`config.mk`:
```
export PLATFORM = sky130hd
export DESIGN_NAME = seq_addsub_32_bit
export DESIGN_NICKNAME = d
export VERILOG_FILES = /design/src/rtl/seq_addsub_32_bit.sv
export SDC_FILE = /design/constraint.sdc
export NUM_CORES = 1
export LEC_CHECK = 0
export CORE_ASPECT_RATIO = 2
export CORE_MARGIN = 5
export CORE_UTILIZATION = 53
export CTS_CLUSTER_DIAMETER = 120
export DETAILED_ROUTE_END_ITERATION = 10
export GPL_TIMING_DRIVEN = 0
export PLACE_DENSITY_LB_ADDON = 0.25
export SLEW_MARGIN = 20
export SYNTH_ARGS = -nofsm -noshare
export SYNTH_HDL_FRONTEND = slang
export SYNTH_SLANG_ARGS = --single-unit
```
`constraint.sdc`:
```
create_clock -name clk -period 3.77 [get_ports clk]
set_input_delay 0.5655 -clock clk [delete_from_list [all_inputs] [get_ports clk]]
set_output_delay 0.5655 -clock clk [all_outputs]
set_load 0.05 [all_outputs]
```
`src/rtl/seq_addsub_32_bit.sv`:
```
// Multi-cycle adder/subtractor: one SLICE-wide ripple slice reused over WIDTH/SLICE cycles,
// low slice first, with valid/ready handshakes and carry/borrow/overflow/zero/neg flags.
module seq_addsub_32_bit #(
  parameter int WIDTH = 32,
  parameter int SLICE = 16
) (
  input  logic             clk,
  input  logic             rst_n,
  input  logic             in_valid,
  output logic             in_ready,
  input  logic [WIDTH-1:0] a,
  input  logic [WIDTH-1:0] b,
  input  logic             sub,
  output logic             out_valid,
  input  logic             out_ready,
  output logic [WIDTH-1:0] s,
  output logic             c_out,
  output logic             borrow,
  output logic             overflow,
  output logic             zero,
  output logic             neg
);
  localparam int N   = WIDTH / SLICE;
  localparam int IW  = (N > 1) ? $clog2(N) : 1;
  localparam int MSB = WIDTH - 1;
  localparam logic [IW-1:0] LAST = IW'(N - 1);

  typedef enum logic [1:0] {IDLE, CALC, DONE} state_t;

  state_t           state_reg, state_next;
  logic [WIDTH-1:0] a_reg, b_eff_reg, acc_reg, s_reg;
  logic [IW-1:0]    index_reg;
  logic             carry_reg;
  logic             c_out_reg, borrow_reg, overflow_reg, zero_reg, neg_reg;
  logic             op_reg;
  logic             accept, last_slice;
  logic [SLICE-1:0] a_slice [N];
  logic [SLICE-1:0] b_slice [N];
  logic [SLICE:0]   slice_sum;
  logic [WIDTH-1:0] s_full;

  assign accept     = in_valid && (state_reg == IDLE);
  assign last_slice = (index_reg == LAST);

  // s_full is the working result with the current slice merged in; only the
  // completed value is ever copied to the visible s register.
  for (genvar gi = 0; gi < N; gi++) begin : g_slice
    assign a_slice[gi] = a_reg[gi*SLICE +: SLICE];
    assign b_slice[gi] = b_eff_reg[gi*SLICE +: SLICE];
    assign s_full[gi*SLICE +: SLICE] = (index_reg == IW'(gi)) ? slice_sum[SLICE-1:0]
                                                              : acc_reg[gi*SLICE +: SLICE];
  end

  assign slice_sum = {1'b0, a_slice[index_reg]} + {1'b0, b_slice[index_reg]}
                   + (SLICE+1)'(carry_reg);

  always_ff @(posedge clk or negedge rst_n) begin
    if (!rst_n) state_reg <= IDLE;
    else        state_reg <= state_next;
  end

  always_comb begin
    state_next = state_reg;
    in_ready   = 1'b0;
    out_valid  = 1'b0;
    case (state_reg)
      IDLE: begin
        in_ready = 1'b1;
        if (in_valid) state_next = CALC;
      end
      CALC: begin
        if (last_slice) state_next = DONE;
      end
      DONE: begin
        out_valid = 1'b1;
        if (out_ready) state_next = IDLE;
      end
      default: state_next = IDLE;
    endcase
  end

  always_ff @(posedge clk or negedge rst_n) begin
    if (!rst_n) begin
      a_reg        <= '0;
      b_eff_reg    <= '0;
      acc_reg      <= '0;
      s_reg        <= '0;
      index_reg    <= '0;
      carry_reg    <= 1'b0;
      op_reg       <= 1'b0;
      c_out_reg    <= 1'b0;
      borrow_reg   <= 1'b0;
      overflow_reg <= 1'b0;
      zero_reg     <= 1'b0;
      neg_reg      <= 1'b0;
    end else if (accept) begin
      a_reg     <= a;
      b_eff_reg <= sub ? ~b : b;
      op_reg    <= sub;
      carry_reg <= sub;
      index_reg <= '0;
    end else if (state_reg == CALC) begin
      acc_reg   <= s_full;
      carry_reg <= slice_sum[SLICE];
      index_reg <= index_reg + IW'(1);
      if (last_slice) begin
        s_reg        <= s_full;
        c_out_reg    <= slice_sum[SLICE];
        borrow_reg   <= op_reg & ~slice_sum[SLICE];
        overflow_reg <= (a_reg[MSB] == b_eff_reg[MSB]) && (s_full[MSB] != a_reg[MSB]);
        zero_reg     <= ~|s_full;
        neg_reg      <= s_full[MSB];
      end
    end
  end

  assign s        = s_reg;
  assign c_out    = c_out_reg;
  assign borrow   = borrow_reg;
  assign overflow = overflow_reg;
  assign zero     = zero_reg;
  assign neg      = neg_reg;

endmodule

```
==> results of run 1 <==
==> cell usage in the layout, fill, tap and decap left out, drive strengths merged, types with 15 or more instances in the layout <==
cell type	synthesis	routed
xnor2	36	36
a21oi	42	42
nand2	87	87
clkbuf	29	49
mux2	66	66
nor2	55	55
o21ai	26	26
clkdlybuf4s50	0	105
dfrtp	122	122
ha	15	15
==> synth_stat cells, drive strengths merged (2+ instances only) <==
master	instances
nand2	87
o211ai	3
inv	9
o21a	4
o2111ai	2
nor3b	5
fa	2
or3	3
and3	4
mux2i	2
nor3	8
a211oi	2
a21oi	42
nor4	5
nand2b	4
o211a	2
o2111a	3
dfrtp	122
nand3	7
buf	7
nor2	55
a21o	11
or2	3
o21ai	26
mux2	66
ha	15
and2	3
clkbuf	29
o21bai	2
o311ai	2
xnor2	36
nor2b	3
nand3b	2
==> final cells by class <==
class	instances	area [sq um]
sequential	122	3050
inverter	9	33.8
clock buffer	21	470
tap	142	178
multi-input combinational	426	2950
clock inverter	8	168
fill	846	3250
timing repair buffer	107	1090
buffer	36	165
==> worst min-delay path by stage <==
stage,from,end,slack (ns),cells past startpoint
after floorplan,rst_n,a_reg[0]$_DFFE_PN0P_,0.27,0
after global placement,s[2]$_DFFE_PN0P_,s[2]$_DFFE_PN0P_,0.46,2
after detailed placement,s[0]$_DFFE_PN0P_,s[0]$_DFFE_PN0P_,0.46,2
after CTS,rst_n,a_reg[8]$_DFFE_PN0P_,0.08,1
after global routing,rst_n,s[23]$_DFFE_PN0P_,0.09,1
final,rst_n,s[23]$_DFFE_PN0P_,0.06,1
==> per-stage QoR <==
step | utilization | worst slack, ns
after global placement | 0.651 | -2.30
after CTS | 0.712 | 0.00456
after detailed placement | 0.654 | -0.307
after floorplan | - | 0.480
after global routing | 0.714 | 0.00156
final | 0.714 | 0.169
==> per-layer routing <==
metal	vias to the layer above	global-route usage
li1	2295	-
met1	2363	0.228
met2	135	0.473
met3	35	0.0501
met4	0	0.112
met5	-	0
==> logic make-up after synthesis <==
group	after synthesis	synth area share
AO/OA/AOI/OAI	112	0.121
XOR/XNOR	37	0.0526
adder cells (fa/ha/maj)	17	0.0370
buffers and inverters	45	0.0313
flip-flops	122	0.496
multiplexers	68	0.124
AND/OR/NAND/NOR	192	0.139
==> impl_metrics.tcl, run 1 <==
set metrics [dict create \
    dpl-instance-area_sq_um 7430 \
    cp-start-kind "register" \
    routed_via_density 5.54 \
    crit_start "index_reg$_DFFE_PN0P_" \
    wl_met2_microns 9440 \
    critPathArrivalTime_ns 3.95 \
    vias 4828 \
    yosys.area.top_type "dfrtp_1" \
    holdWs_ns 0.0576 \
    grt_overflow 0 \
    critPathMaxStageDelay_ns 0.42 \
    slew_violations 0 \
    yosys-top-cells-area "dfrtp_1 50%, mux2_2 12%, nand2_1 5.3%, xnor2_1 5.1%, a21oi_1 3.4%" \
    n_antenna_cell 0 \
    period_share 0.955 \
    cp_slowest_cell "fa_1" \
    crit_cells 13 \
    io_pins 108 \
    clk_pin_slew_ns 0.05 \
    cts_tree "yes" \
    core_area_sq_um 11400 \
    drt-wirelength-per-cell_microns 18.3 \
    wirelength_microns 16000 \
    async_flop_share 1.00 \
    cts_root_buf "clkbuf_16" \
    synth_seq_cells 122 \
    numCtsBuffers 17 \
    synth_edf_count 0 \
    top_layer "met4" \
    remaining_drc_errors 0 \
    status "complete, no violations" \
    cp_common_cell "fa_1" \
    ys.flop_type "dfrtp_1" \
    area_growth_pct 31.7 \
    grt_pass1_wl_microns 25900 \
    synth_cells 593 \
    wl_met1_microns 5400 \
    min_path_type "in -> async" \
    instances_no_fill 871 \
    worst_ep_required_time_ns 4.12 \
    fin_area_sq_um 8110 \
    rr_endpoint "zero$_DFFE_PN0P_" \
    dpl.cell_count 842 \
    tightest_slew_ns 0.744 \
    grt_setup_unrepaired "false" \
    maxCapViolations 0 \
    cts_sinks 122 \
    syn_nets 679 \
    grt_antenna_before_repair 0 \
    ys_seq_area_frac 0.496 \
    cts_resized 6 \
    fmaxAchievable_mhz 278 \
    crit_path_end_kind "register" \
    rows 55 \
    yosysUniqueCellTypes 59 \
    grt_max_degree 82 \
    gp_congestion 0.882 \
    grt_pass1_vias 5318 \
    fin_setup_tns_ns 0 \
    start_util 0.542 \
    drive_above_1_share 0.166 \
    post_cts_buffers 0 \
    fin_nets 805 \
    hold_viol 0 \
    crit_path_end "zero$_DFFE_PN0P_" \
    final_antenna_net_count 0 \
    period_minus_slack_ns 3.60 \
    crit_family "compound AO/OA/AOI/OAI gates" \
    ff2ff_path_depth 13 \
    timing.rr.start "index_reg$_DFFE_PN0P_" \
    r2r_slack_ns 0.17 \
    die_w_microns 86.2 \
    dp_hpwl_microns 12200 \
    detail_route.iter0.violations 220 \
    grt_use_total 0.241 \
    finalSetupViolations 0 \
    cts_buffer_depth 2 \
    die_height_microns 162 \
    worst-path-buf-inv 3 \
    slew-limit-headroom 0.504 \
    drtPass1Iterations 4 \
    criticalPathCategory "reg -> reg" \
    synth_warnings 0 \
    clk_latency_ns 0.41 \
    cts.htree.levels 4 \
    wl_met3_microns 585 \
    dieArea_sq_um 14000 \
    finClkSkew_ns 0.00680 \
    io_buffers 106 \
    syn_avg_cell_area_sq_um 10.4 \
    ctsHoldBuffers 0 \
    netlist_area_sq_um 6160 \
    yosys.area.top_type_share 0.496 \
    timing.critical_path.cells "buf_6 > buf_4 > mux2i_4 > fa_1 > inv_1 > fa_1 > a211o_1 > a21oi_1 > o311ai_1 > and3_1 > o21a_2 > o32ai_4 > a32o_2" \
    worstPathMaxFanout 10 \
]
Power of run 1 is not shown: default switching activity piles up to over one toggle a cycle in this logic, so the estimate is an artifact.
==> run 2: changes to the inputs <==
CORE_MARGIN = 2   (was 5)
GPL_TIMING_DRIVEN = default   (was 0)
==> impl_metrics.tcl, run 2 (synthesized netlist as in run 1, its figures left out) <==
set metrics [dict create \
    status "complete, no violations" \
    min_path_type "in -> async" \
    fin_util 0.698 \
    cts_sinks 122 \
    final_antenna_net_count 0 \
    wl_met2_microns 8210 \
    worst_ep_required_time_ns 4.11 \
    final_cell_mix "122 x dfrtp_1, 105 x clkdlybuf4s50_1, 87 x nand2_1" \
    tightest_slew_ns 1.00 \
    cts_root_buf "clkbuf_16" \
    clk_latency_ns 0.42 \
    worstPathMaxFanout 21 \
    start_util 0.542 \
    cts_buffer_depth 2 \
    dieArea_sq_um 12600 \
    dp_hpwl_microns 10600 \
    r2r_slack_ns 0.33 \
    io_buffers 107 \
    wl_met1_microns 5430 \
    ctsHoldBuffers 0 \
    wl_met3_microns 415 \
    area_growth_pct 28.7 \
    drive_above_1_share 0.168 \
    criticalPathCategory "reg -> reg" \
    cts_tree "yes" \
    holdWs_ns 0.224 \
    vias 4715 \
    gp_congestion 0.848 \
    routed_via_density 5.57 \
    crit_path_end_kind "register" \
    period_minus_slack_ns 3.44 \
    grt_setup_unrepaired "false" \
    maxCapViolations 0 \
    fin_nets 779 \
    cts.htree.levels 4 \
    period_share 0.911 \
    core_area_sq_um 11400 \
    finClkSkew_ns 0.0132 \
    n_antenna_cell 0 \
    drtPass1Iterations 5 \
    post_cts_buffers 0 \
    detail_route.iter0.violations 243 \
    mostFrequentLayoutCell "dfrtp_1" \
    remaining_drc_errors 0 \
    hold_viol 0 \
    grt_pass1_wl_microns 23800 \
    cp-start-kind "register" \
    io_pins 108 \
    rows 55 \
    slew_violations 0 \
    rr_endpoint "zero$_DFFE_PN0P_" \
    slew-limit-headroom 0.330 \
    die_w_microns 80.2 \
    grt_use_total 0.248 \
    num-fill-cells 859 \
    numCtsBuffers 17 \
    drt-wirelength-per-cell_microns 17.1 \
    timing.rr.start "index_reg$_DFFE_PN0P_" \
    grt_pass1_vias 4898 \
    grt_max_degree 123 \
    wirelength_microns 14500 \
    clk_pin_slew_ns 0.06 \
    fin_setup_tns_ns 0 \
    finalSetupViolations 0 \
    top_layer "met4" \
    grt_antenna_before_repair 0 \
    ff2ff_path_depth 10 \
    die_height_microns 156 \
    critPathArrivalTime_ns 3.78 \
    fmaxAchievable_mhz 291 \
    cts_resized 0 \
    grt_overflow 0 \
]
-- run 2: how the worst max path moves through the flow --
stage                                  endpoint  cells after the start  slack [ns]                  start
after floorplan           carry_reg$_DFFE_PN0P_                     13        0.48  index_reg$_DFFE_PN0P_
after global placement         zero$_DFFE_PN0P_                     10        0.44  index_reg$_DFFE_PN0P_
after detailed placement       zero$_DFFE_PN0P_                     10        0.36  index_reg$_DFFE_PN0P_
after CTS                      zero$_DFFE_PN0P_                     10        0.33  index_reg$_DFFE_PN0P_
after global routing      carry_reg$_DFFE_PN0P_                     10        0.17  index_reg$_DFFE_PN0P_
final                          zero$_DFFE_PN0P_                     10        0.33  index_reg$_DFFE_PN0P_
-- run 2: layout make-up --
| cell class | instances | area [sq um] | area share |
|---|---|---|---|
| inverter | 9 | 33.8 | 0.00426 |
| clock buffer | 23 | 468 | 0.0590 |
| clock inverter | 7 | 118 | 0.0148 |
| multi-input combinational | 426 | 2920 | 0.368 |
| tap | 142 | 178 | 0.0224 |
| sequential | 122 | 3050 | 0.385 |
| timing repair buffer | 117 | 1160 | 0.147 |
-- run 2: stage by stage --
stage                     worst slack (ns)  std cells  instance area [sq um]
after detailed placement             0.357        816                   7340
after global placement               0.436        816                   7340
final                                0.335        846                   7930
after global routing                 0.165        846                   7930
after CTS                            0.332        846                   7930
after floorplan                      0.480        593                   6160
-- run 2: critical path, cell delays in order (launching register included) --
cell and delay, ns:
dfrtp_1 0.56, buf_12 0.22, mux2_2 0.38, fa_1 0.45
a211o_1 0.33, a21oi_1 0.19, o311ai_1 0.20, and3_1 0.25
o21a_2 0.21, o32ai_2 0.33, a32o_2 0.23
-- run 2: metal layers --
| layer | vias to the layer above | track usage |
|---|---|---|
| met4 | 0 | 0.103 |
| met1 | 2331 | 0.273 |
| met5 | - | 0 |
| met2 | 117 | 0.456 |
| li1 | 2239 | - |
| met3 | 28 | 0.0461 |
Power of run 2 is left out for the same reason.
==> run 3: changes to the inputs <==
PLACE_DENSITY_LB_ADDON = 0.15   (was 0.25)
==> impl_metrics.tcl, run 3 (synthesized netlist as in run 1, its figures left out) <==
set metrics [dict create \
    numCtsBuffers 17 \
    finalSetupViolations 0 \
    drtPass1Iterations 5 \
    timing.critical_path.cells "buf_4 > mux2_2 > fa_1 > a211o_1 > a21oi_1 > o311ai_1 > a311oi_1 > o21bai_1 > a21oi_1 > a21oi_1" \
    period_share 0.904 \
    seq_area_sq_um 3050 \
    grt_pass1_wl_microns 23700 \
    io_buffers 107 \
    grt_antenna_before_repair 0 \
    cts_tree "yes" \
    io_pins 108 \
    worst_ep_required_time_ns 4.03 \
    min_path_type "in -> async" \
    cts_resized 0 \
    final_cell_mix "122 x dfrtp_1, 105 x clkdlybuf4s50_1, 87 x nand2_1" \
    cts_root_buf "clkbuf_16" \
    r2r_slack_ns 0.36 \
    core_area_sq_um 11400 \
    worstPathMaxFanout 20 \
    maxCapViolations 0 \
    fmaxAchievable_mhz 293 \
    routed_via_density 5.61 \
    vias 4749 \
    cts.htree.levels 4 \
    grt_pass1_vias 4912 \
    fin_area_sq_um 7980 \
    critPathArrivalTime_ns 3.67 \
    slew_violations 0 \
    fin_nets 778 \
    grt_overflow 0 \
    start_util 0.542 \
    crit_path_end_kind "register" \
    rows 55 \
    dpl-instance-area_sq_um 7310 \
    cp_common_cell "a21oi_1" \
    critPathMaxStageDelay_ns 0.46 \
    drive_above_1_share 0.174 \
    final_antenna_net_count 0 \
    grt_use_total 0.246 \
    fin_setup_tns_ns 0 \
    crit_family "compound AO/OA/AOI/OAI gates" \
    finClkSkew_ns 0.00822 \
    cp-start-kind "register" \
    wirelength_microns 14400 \
    status "complete, no violations" \
    remaining_drc_errors 0 \
    post_cts_buffers 0 \
    cts_buffer_depth 2 \
    ctsHoldBuffers 0 \
    detail_route.iter0.violations 225 \
    die_w_microns 80.2 \
    criticalPathCategory "reg -> reg" \
    multiInputGateArea_sq_um 2920 \
    die_height_microns 156 \
    mostFrequentLayoutCell "dfrtp_1" \
    num-fill-cells 887 \
    tightest_slew_ns 0.920 \
    cp_slowest_cell "fa_1" \
    clk_pin_slew_ns 0.06 \
    slew-limit-headroom 0.387 \
    period_minus_slack_ns 3.41 \
    grt_setup_unrepaired "false" \
    hold_viol 0 \
    cts_sinks 122 \
    dieArea_sq_um 12600 \
    worst-path-buf-inv 1 \
    n_antenna_cell 0 \
    dp_hpwl_microns 10600 \
    drt-wirelength-per-cell_microns 17.0 \
    gp_congestion 0.871 \
    clk_latency_ns 0.42 \
    area_growth_pct 29.5 \
    grt_max_degree 74 \
]
run 3: stage by stage:
stage | setup slack, ns | hold slack (ns) | util | std cells
CTS | 0.379 | 0.248 | 0.703 | 847
global route | 0.160 | 0.287 | 0.703 | 847
global placement | 0.508 | 0.459 | 0.644 | 815
detailed placement | 0.371 | 0.462 | 0.644 | 815
floorplan | 0.480 | 0.270 | - | 593
finish | 0.361 | 0.220 | 0.703 | 847
run 3: cell type report:
cell class,count,share of cell area
Sequential cell,122,0.383
Multi-Input combinational cell,426,0.365
Timing Repair Buffer,116,0.142
Clock buffer,19,0.0568
Clock inverter,13,0.0268
Tap cell,142,0.0223
Inverter,9,0.00423
run 3: final timing paths:
| kind | startpoint | to | cells after the start |
|---|---|---|---|
| min in group clk | s[12]$_DFFE_PN0P_ | s[12]$_DFFE_PN0P_ | 2 |
| max in group asynchronous | rst_n | b_eff_reg[2]$_DFFE_PN0P_ | 2 |
| min | rst_n | s[23]$_DFFE_PN0P_ | 1 |
| min reg2reg | s[12]$_DFFE_PN0P_ | s[12]$_DFFE_PN0P_ | 2 |
| max | index_reg$_DFFE_PN0P_ | c_out$_DFFE_PN0P_ | 10 |
| max reg2reg | index_reg$_DFFE_PN0P_ | c_out$_DFFE_PN0P_ | 10 |
run 3: metal layers:
layer,GRT usage,share of wire
met4,0.103,0.028
met5,0,0
met2,0.458,0.57
met1,0.263,0.37
met3,0.0467,0.035
Power of run 3 is left out for the same reason.
